==> src/rtl/wb_arbiter.sv <==
// Write-back arbiter: merges ALU results and buffered load returns onto the
// integer register file's single registered write port and reports pending writes.
module wb_arbiter #(
  parameter int unsigned XLEN  = 32,
  parameter int unsigned AW    = 5,
  parameter int unsigned DEPTH = 4
) (
  input  logic            clk,
  input  logic            reset,
  input  logic            alu_valid,
  output logic            alu_ready,
  input  logic [AW-1:0]   alu_rd,
  input  logic [XLEN-1:0] alu_data,
  input  logic            ld_valid,
  output logic            ld_ready,
  input  logic [AW-1:0]   ld_rd,
  input  logic [XLEN-1:0] ld_data,
  input  logic [AW-1:0]   rs1,
  input  logic [AW-1:0]   rs2,
  output logic            rs1_busy,
  output logic            rs2_busy,
  output logic            rf_we,
  output logic [AW-1:0]   rf_addr,
  output logic [XLEN-1:0] rf_wdata
);

  localparam int unsigned IW = $clog2(DEPTH);
  localparam int unsigned PW = IW + 1;

  typedef struct packed {
    logic [AW-1:0]   rd;
    logic [XLEN-1:0] data;
  } wb_entry_t;

  wb_entry_t           fifo_mem [DEPTH];
  logic [PW-1:0]       wr_ptr;
  logic [PW-1:0]       rd_ptr;
  logic [PW-1:0]       count;
  logic                full;
  logic                empty;
  logic                drain;
  logic                take_alu;
  logic                enq;
  wb_entry_t           head;
  logic [DEPTH-1:0]    slot_valid;

  // Pointers carry an extra wrap bit so full and empty are distinguishable
  assign count = wr_ptr - rd_ptr;
  assign full  = (wr_ptr[IW] != rd_ptr[IW]) && (wr_ptr[IW-1:0] == rd_ptr[IW-1:0]);
  assign empty = (wr_ptr == rd_ptr);
  assign head  = fifo_mem[rd_ptr[IW-1:0]];

  assign ld_ready  = !full;
  assign alu_ready = !full;

  // Write-port arbitration: a full FIFO preempts the ALU for one drain
  always_comb begin
    drain    = 1'b0;
    take_alu = 1'b0;
    if (full) begin
      drain = 1'b1;
    end else if (alu_valid && (alu_rd != '0)) begin
      take_alu = 1'b1;
    end else if (!empty) begin
      drain = 1'b1;
    end
    enq = ld_valid && !full && (ld_rd != '0);
  end

  // A physical slot is live when its distance from the read index is below count
  always_comb begin
    logic [IW-1:0] off;
    off        = '0;
    slot_valid = '0;
    for (int unsigned j = 0; j < DEPTH; j++) begin
      off           = IW'(j) - rd_ptr[IW-1:0];
      slot_valid[j] = (PW'(off) < count);
    end
  end

  always_comb begin
    rs1_busy = rf_we && (rf_addr == rs1);
    rs2_busy = rf_we && (rf_addr == rs2);
    for (int unsigned j = 0; j < DEPTH; j++) begin
      if (slot_valid[j] && (fifo_mem[j].rd == rs1)) rs1_busy = 1'b1;
      if (slot_valid[j] && (fifo_mem[j].rd == rs2)) rs2_busy = 1'b1;
    end
    if (rs1 == '0) rs1_busy = 1'b0;
    if (rs2 == '0) rs2_busy = 1'b0;
  end

  // Storage needs no reset: liveness is defined by the pointers alone
  always_ff @(posedge clk) begin
    if (enq) begin
      fifo_mem[wr_ptr[IW-1:0]] <= '{rd: ld_rd, data: ld_data};
    end
  end

  always_ff @(posedge clk or posedge reset) begin
    if (reset) begin
      wr_ptr   <= '0;
      rd_ptr   <= '0;
      rf_we    <= 1'b0;
      rf_addr  <= '0;
      rf_wdata <= '0;
    end else begin
      if (enq)   wr_ptr <= wr_ptr + PW'(1);
      if (drain) rd_ptr <= rd_ptr + PW'(1);
      rf_we <= drain || take_alu;
      if (take_alu) begin
        rf_addr  <= alu_rd;
        rf_wdata <= alu_data;
      end else if (drain) begin
        rf_addr  <= head.rd;
        rf_wdata <= head.data;
      end
    end
  end

endmodule
==> config.mk <==
export PLATFORM = sky130hd
export DESIGN_NAME = wb_arbiter
export DESIGN_NICKNAME = d
export VERILOG_FILES = /design/src/rtl/wb_arbiter.sv
export SDC_FILE = /design/constraint.sdc
export NUM_CORES = 1
export LEC_CHECK = 0
export BUFFER_PORTS_ARGS = -buffer_cell sky130_fd_sc_hd__buf_2
export CAP_MARGIN = 20
export CORE_MARGIN = 3
export CORE_UTILIZATION = 37
export CTS_CLUSTER_DIAMETER = 200
export DETAILED_ROUTE_END_ITERATION = 10
export MAX_ROUTING_LAYER = met4
export SLEW_MARGIN = 20
export SYNTH_ARGS = -nofsm -noshare
export SYNTH_HDL_FRONTEND = slang
export SYNTH_SLANG_ARGS = --single-unit
==> constraint.sdc <==
create_clock -name clk -period 11.2 [get_ports clk]
set_input_delay 0.56 -clock clk [delete_from_list [all_inputs] [get_ports clk]]
set_output_delay 0.56 -clock clk [all_outputs]
set_load 0.005 [all_outputs]
==> flow_summary.html <==
<table>
<tr><th>Metric</th><th>Value</th></tr>
<tr><th colspan="2">Status</th></tr>
<tr><td>Run status</td><td>complete, no violations</td></tr>
<tr><th colspan="2">Global routing</th></tr>
<tr><td>Number of global-route vias before repair</td><td>4787</td></tr>
<tr><td>GRT Overall Usage</td><td>0.162</td></tr>
<tr><td>Number of antenna violations at the first check in global routing</td><td>2</td></tr>
<tr><td>Largest net degree at the start of global routing</td><td>45</td></tr>
<tr><td>GRT overflow</td><td>0</td></tr>
<tr><td>Wire length of the first global-routing pass</td><td>28200 µm</td></tr>
<tr><th colspan="2">Timing</th></tr>
<tr><td>Max-slew headroom at the worst pin</td><td>0.284</td></tr>
<tr><td>Slew of the pin with the lowest slew margin</td><td>1.07 ns</td></tr>
<tr><td>Post-route worst hold slack</td><td>0.303 ns</td></tr>
<tr><td>Setup repair after global routing missed its margin</td><td>false</td></tr>
<tr><td>Hold Violations, Final</td><td>0</td></tr>
<tr><td>Post-layout minimum cycle time</td><td>approximately 4.2 ns</td></tr>
<tr><td>Final critical-path setup slack</td><td>about 7 ns</td></tr>
<tr><td>Final count of pins violating max slew</td><td>0</td></tr>
<tr><td>Period Utilization, post-route</td><td>0.378</td></tr>
<tr><td>Max Clock Freq</td><td>236 MHz</td></tr>
<tr><td>Number of endpoints failing setup at the final stage</td><td>0</td></tr>
<tr><td>Sum of negative setup slack</td><td>0 ns</td></tr>
<tr><td>Post-Route Skew</td><td>0.00877 ns</td></tr>
<tr><th colspan="2">Min path</th></tr>
<tr><td>Worst hold path type</td><td>in2async</td></tr>
<tr><th colspan="2">CTS</th></tr>
<tr><td>Clock tree from TritonCTS</td><td>built</td></tr>
<tr><td>Number of buffers created by CTS</td><td>17</td></tr>
<tr><td>Post-CTS setup repair buffer count</td><td>0</td></tr>
<tr><td>Hold-fix buffers, CTS</td><td>0</td></tr>
<tr><td>Number of buffers on the longest clock path</td><td>2</td></tr>
<tr><td>Clock Latency Late Sink</td><td>0.42 ns</td></tr>
<tr><td>Number of clock sinks</td><td>192</td></tr>
<tr><td>H-Tree Depth</td><td>4</td></tr>
<tr><td>Clock-pin slew on the worst setup and hold paths</td><td>0.07 ns</td></tr>
<tr><td>Cell at the root of the clock tree</td><td>sky130_fd_sc_hd__clkbuf_16</td></tr>
<tr><td>CTS resizes</td><td>0</td></tr>
<tr><th colspan="2">Worst setup path</th></tr>
<tr><td>Critical path start-end classification</td><td>reg2out</td></tr>
<tr><td>Critical path's slowest cell</td><td>sky130_fd_sc_hd__dfrtp_2</td></tr>
<tr><td>Cell-by-cell listing of the critical path</td><td>inv_1 -&gt; fa_1 -&gt; inv_1 -&gt; ha_1 -&gt; nor2_1 -&gt; o21ai_0 -&gt; nand4_1 -&gt; nor3_1 -&gt; o22a_1 -&gt; buf_2</td></tr>
<tr><td>Critical Path Start Type</td><td>flip-flop</td></tr>
<tr><td>Data arrival time at the worst-slack endpoint</td><td>3.67 ns</td></tr>
<tr><td>CP Launch Point</td><td>rd_ptr[1]$_DFFE_PP0P_</td></tr>
<tr><td>Element type at the critical path end</td><td>output port</td></tr>
<tr><td>Delay contributed by the slowest stage of the critical path</td><td>~1.1 ns</td></tr>
<tr><td>Most Frequent Cell on Critical Path</td><td>sky130_fd_sc_hd__inv_1</td></tr>
<tr><td>Beginning of the worst register-to-register path</td><td>rd_ptr[1]$_DFFE_PP0P_</td></tr>
<tr><td>Worst Path Required</td><td>approximately 11 ns</td></tr>
<tr><td>Peak fanout along the critical path</td><td>40</td></tr>
<tr><th colspan="2">Yosys</th></tr>
<tr><td>Count of synthesis-stage warnings from yosys</td><td>0</td></tr>
<tr><td>Most frequent cells after synthesis</td><td>sky130_fd_sc_hd__edfxtp_1 (148), sky130_fd_sc_hd__inv_1 (47), sky130_fd_sc_hd__dfrtp_1 (44), sky130_fd_sc_hd__mux4_2 (37), sky130_fd_sc_hd__a222oi_1 (33)</td></tr>
<tr><td>EDFF count, synth</td><td>around 150</td></tr>
<tr><td>Average cell area after synthesis</td><td>~17 µm²</td></tr>
<tr><td>Commonest register cell after synthesis</td><td>sky130_fd_sc_hd__edfxtp_1</td></tr>
<tr><td>Largest cells by area after synthesis</td><td>sky130_fd_sc_hd__edfxtp_1 (55%), sky130_fd_sc_hd__dfrtp_1 (14%), sky130_fd_sc_hd__mux4_2 (10%), sky130_fd_sc_hd__a222oi_1 (4.1%), sky130_fd_sc_hd__xor2_1 (3.5%)</td></tr>
<tr><td>Share of async-settable or async-resettable flops after synthesis</td><td>0.229</td></tr>
<tr><td>Count of cell types in the netlist</td><td>35</td></tr>
<tr><td>Synthesized area</td><td>0.00812 mm²</td></tr>
<tr><td>Cell type with the highest aggregate area in the netlist</td><td>sky130_fd_sc_hd__edfxtp_1</td></tr>
<tr><td>Register bit count reported by yosys</td><td>192</td></tr>
<tr><td>Seq/Total Area, Yosys</td><td>0.683</td></tr>
<tr><td>Area fraction of the dominant cell type after synthesis</td><td>0.547</td></tr>
<tr><td>Total nets after synthesis</td><td>577</td></tr>
<tr><td>Count leader, synth</td><td>sky130_fd_sc_hd__edfxtp_1</td></tr>
<tr><td>Syn Inst Count</td><td>roughly 480</td></tr>
<tr><th colspan="2">Cells and area</th></tr>
<tr><td>Sequential Area</td><td>around 0.0055 mm²</td></tr>
<tr><td>Post-route non-filler standard cell count</td><td>890</td></tr>
<tr><td>Final core utilization</td><td>0.453</td></tr>
<tr><td>Fill cell count</td><td>1868</td></tr>
<tr><td>Number of nets in the layout</td><td>between 700 and 800</td></tr>
<tr><td>Footprint of the multi-input gates</td><td>between 0.002 and 0.0025 mm²</td></tr>
<tr><td>Share of layout cells above drive strength 1</td><td>0.354</td></tr>
<tr><td>Fin area</td><td>~0.0097 mm²</td></tr>
<tr><td>Syn-to-layout area delta</td><td>18.9%</td></tr>
<tr><th colspan="2">Run</th></tr>
<tr><td>Reported max-cap violation count</td><td>0</td></tr>
<tr><th colspan="2">Place</th></tr>
<tr><td>Final GP Congestion</td><td>0.913</td></tr>
<tr><td>Count of buffers inserted at the top-level ports</td><td>between 100 and 150</td></tr>
<tr><td>Placed Instances</td><td>856</td></tr>
<tr><td>Placed inst area</td><td>slightly above 0.009 mm²</td></tr>
<tr><td>Worst slack after detailed placement</td><td>7.33 ns</td></tr>
<tr><td>HPWL after DPL</td><td>12700 µm</td></tr>
<tr><th colspan="2">Route</th></tr>
<tr><td>Average wire per cell in the routed design</td><td>20.6 µm</td></tr>
<tr><td>DRC</td><td>0</td></tr>
<tr><td>Antenna viol nets, final</td><td>0</td></tr>
<tr><td>Routed wire length</td><td>about 18000 µm</td></tr>
<tr><td>Via count</td><td>4614</td></tr>
<tr><td>Initial DRC Count</td><td>474</td></tr>
<tr><td>DRT Pass-1 Iters</td><td>8</td></tr>
<tr><td>Ratio of routed vias to standard cells</td><td>5.18</td></tr>
<tr><th colspan="2">Power</th></tr>
<tr><td>IR Drop Worst-Case VDD</td><td>approximately 0.00014 V</td></tr>
<tr><td>Standby leakage power</td><td>about 3.7 nW</td></tr>
<tr><td>Final Power</td><td>2.63 mW</td></tr>
<tr><td>Power density of the placed cells</td><td>273 mW/mm²</td></tr>
<tr><th colspan="2">Floorplanning</th></tr>
<tr><td>Num rows</td><td>53</td></tr>
<tr><td>Core area</td><td>roughly 0.021 mm²</td></tr>
<tr><td>Ports placed on the boundary</td><td>130</td></tr>
<tr><td>Vert. Die Dim</td><td>154 µm</td></tr>
<tr><td>Die Area</td><td>0.0238 mm²</td></tr>
<tr><td>Chip Width</td><td>approximately 150 µm</td></tr>
<tr><td>Initial Utilization</td><td>0.381</td></tr>
</table>
[routing by layer]
metal / share of wire / track usage / vias to the layer above
met1: 0.45 / 0.220 / 2360
met2: 0.48 / 0.248 / 146
met4: 0.0077 / 0.0357 / 0
met5: 0 / - / -
met3: 0.064 / 0.0442 / 12
li1: - / - / 2096
[layout by cell type (no fill, tap or decap), types with 4 or more instances in the layout]
cell type | Yosys | routed
sky130_fd_sc_hd__xnor2_1 | 23 | 23
sky130_fd_sc_hd__nand4_1 | 10 | 10
sky130_fd_sc_hd__dfrtp_1 | 44 | 42
sky130_fd_sc_hd__clkbuf_16 | 0 | 17
sky130_fd_sc_hd__inv_1 | 47 | 46
sky130_fd_sc_hd__xor2_1 | 32 | 32
sky130_fd_sc_hd__clkinv_2 | 0 | 4
sky130_fd_sc_hd__nor3_1 | 9 | 9
sky130_fd_sc_hd__nor2_4 | 0 | 4
sky130_fd_sc_hd__buf_2 | 6 | 129
sky130_fd_sc_hd__ha_1 | 13 | 13
sky130_fd_sc_hd__mux4_2 | 37 | 37
sky130_fd_sc_hd__buf_4 | 5 | 6
sky130_fd_sc_hd__a222oi_1 | 33 | 33
sky130_fd_sc_hd__o21ai_0 | 7 | 7
sky130_fd_sc_hd__nand2_1 | 8 | 8
sky130_fd_sc_hd__edfxtp_1 | 148 | 148
[sequential cells by signal, indices dropped and copies added (netlist names)]
| register | cells |
|---|---|
| fifo_mem | 148 |
| rd_ptr | 3 |
| rf_addr | 5 |
| rf_wdata | 32 |
| rf_we | 1 |
| wr_ptr | 3 |
[critical path: cells and delay by family (launching register included)]
family	cells	cell delay (ns)
DFF	1	1.05
and+or+nand+nor	3	0.38
buffers and inverters	3	0.51
adders and majority gates	2	0.88
AOI/OAI and AO/OA	2	0.43
[area by class of cell]
| cell class | instances | share of cell area |
|---|---|---|
| antenna | 2 | 0.000519 |
| clock buffer | 18 | 0.0445 |
| clock inverter | 14 | 0.0132 |
| inverter | 47 | 0.0183 |
| multi-input combinational | 205 | 0.236 |
| sequential | 192 | 0.575 |
| tap | 275 | 0.0357 |
| timing repair buffer | 137 | 0.0765 |
[power breakdown]
group | switching [mW] | total (mW) | leakage, nW | internal [mW]
clock network | 0.267 | 0.559 | 0.278 | 0.292
logic | 0.521 | 0.961 | 1.54 | 0.440
registers | 0.124 | 1.11 | 1.87 | 0.990
[worst paths after layout]
check | endpoint | slack [ns] | depth (start not counted)
worst min-delay path | rf_wdata[8]$_DFFE_PP0P_ | 0.30 | 3
worst min register to register | rf_wdata[18]$_DFFE_PP0P_ | 0.50 | 2
max in group asynchronous | rd_ptr[1]$_DFFE_PP0P_ | 10.43 | 3
worst max-delay path | rs1_busy | 6.97 | 10
worst max register to register | fifo_mem[0][20]$_DFFE_PP_ | 7.47 | 6
min in group clk | rf_wdata[29]$_DFFE_PP0P_ | 0.34 | 3
[logic make-up (layout without fill, tap and decap cells)]
family / after synthesis / in the layout / share of synthesized area
AOI/OAI and AO/OA: 49 / 49 / 0.0533
xor gates and xnor gates: 56 / 56 / 0.0623
adders and majority gates: 14 / 14 / 0.0225
buffers and inverters: 78 / 216 / 0.0430
DFF: 192 / 192 / 0.683
muxes: 39 / 39 / 0.105
other: 0 / 2 / 0
and+or+nand+nor: 47 / 47 / 0.0307
Power figures use the tool's default switching activity.
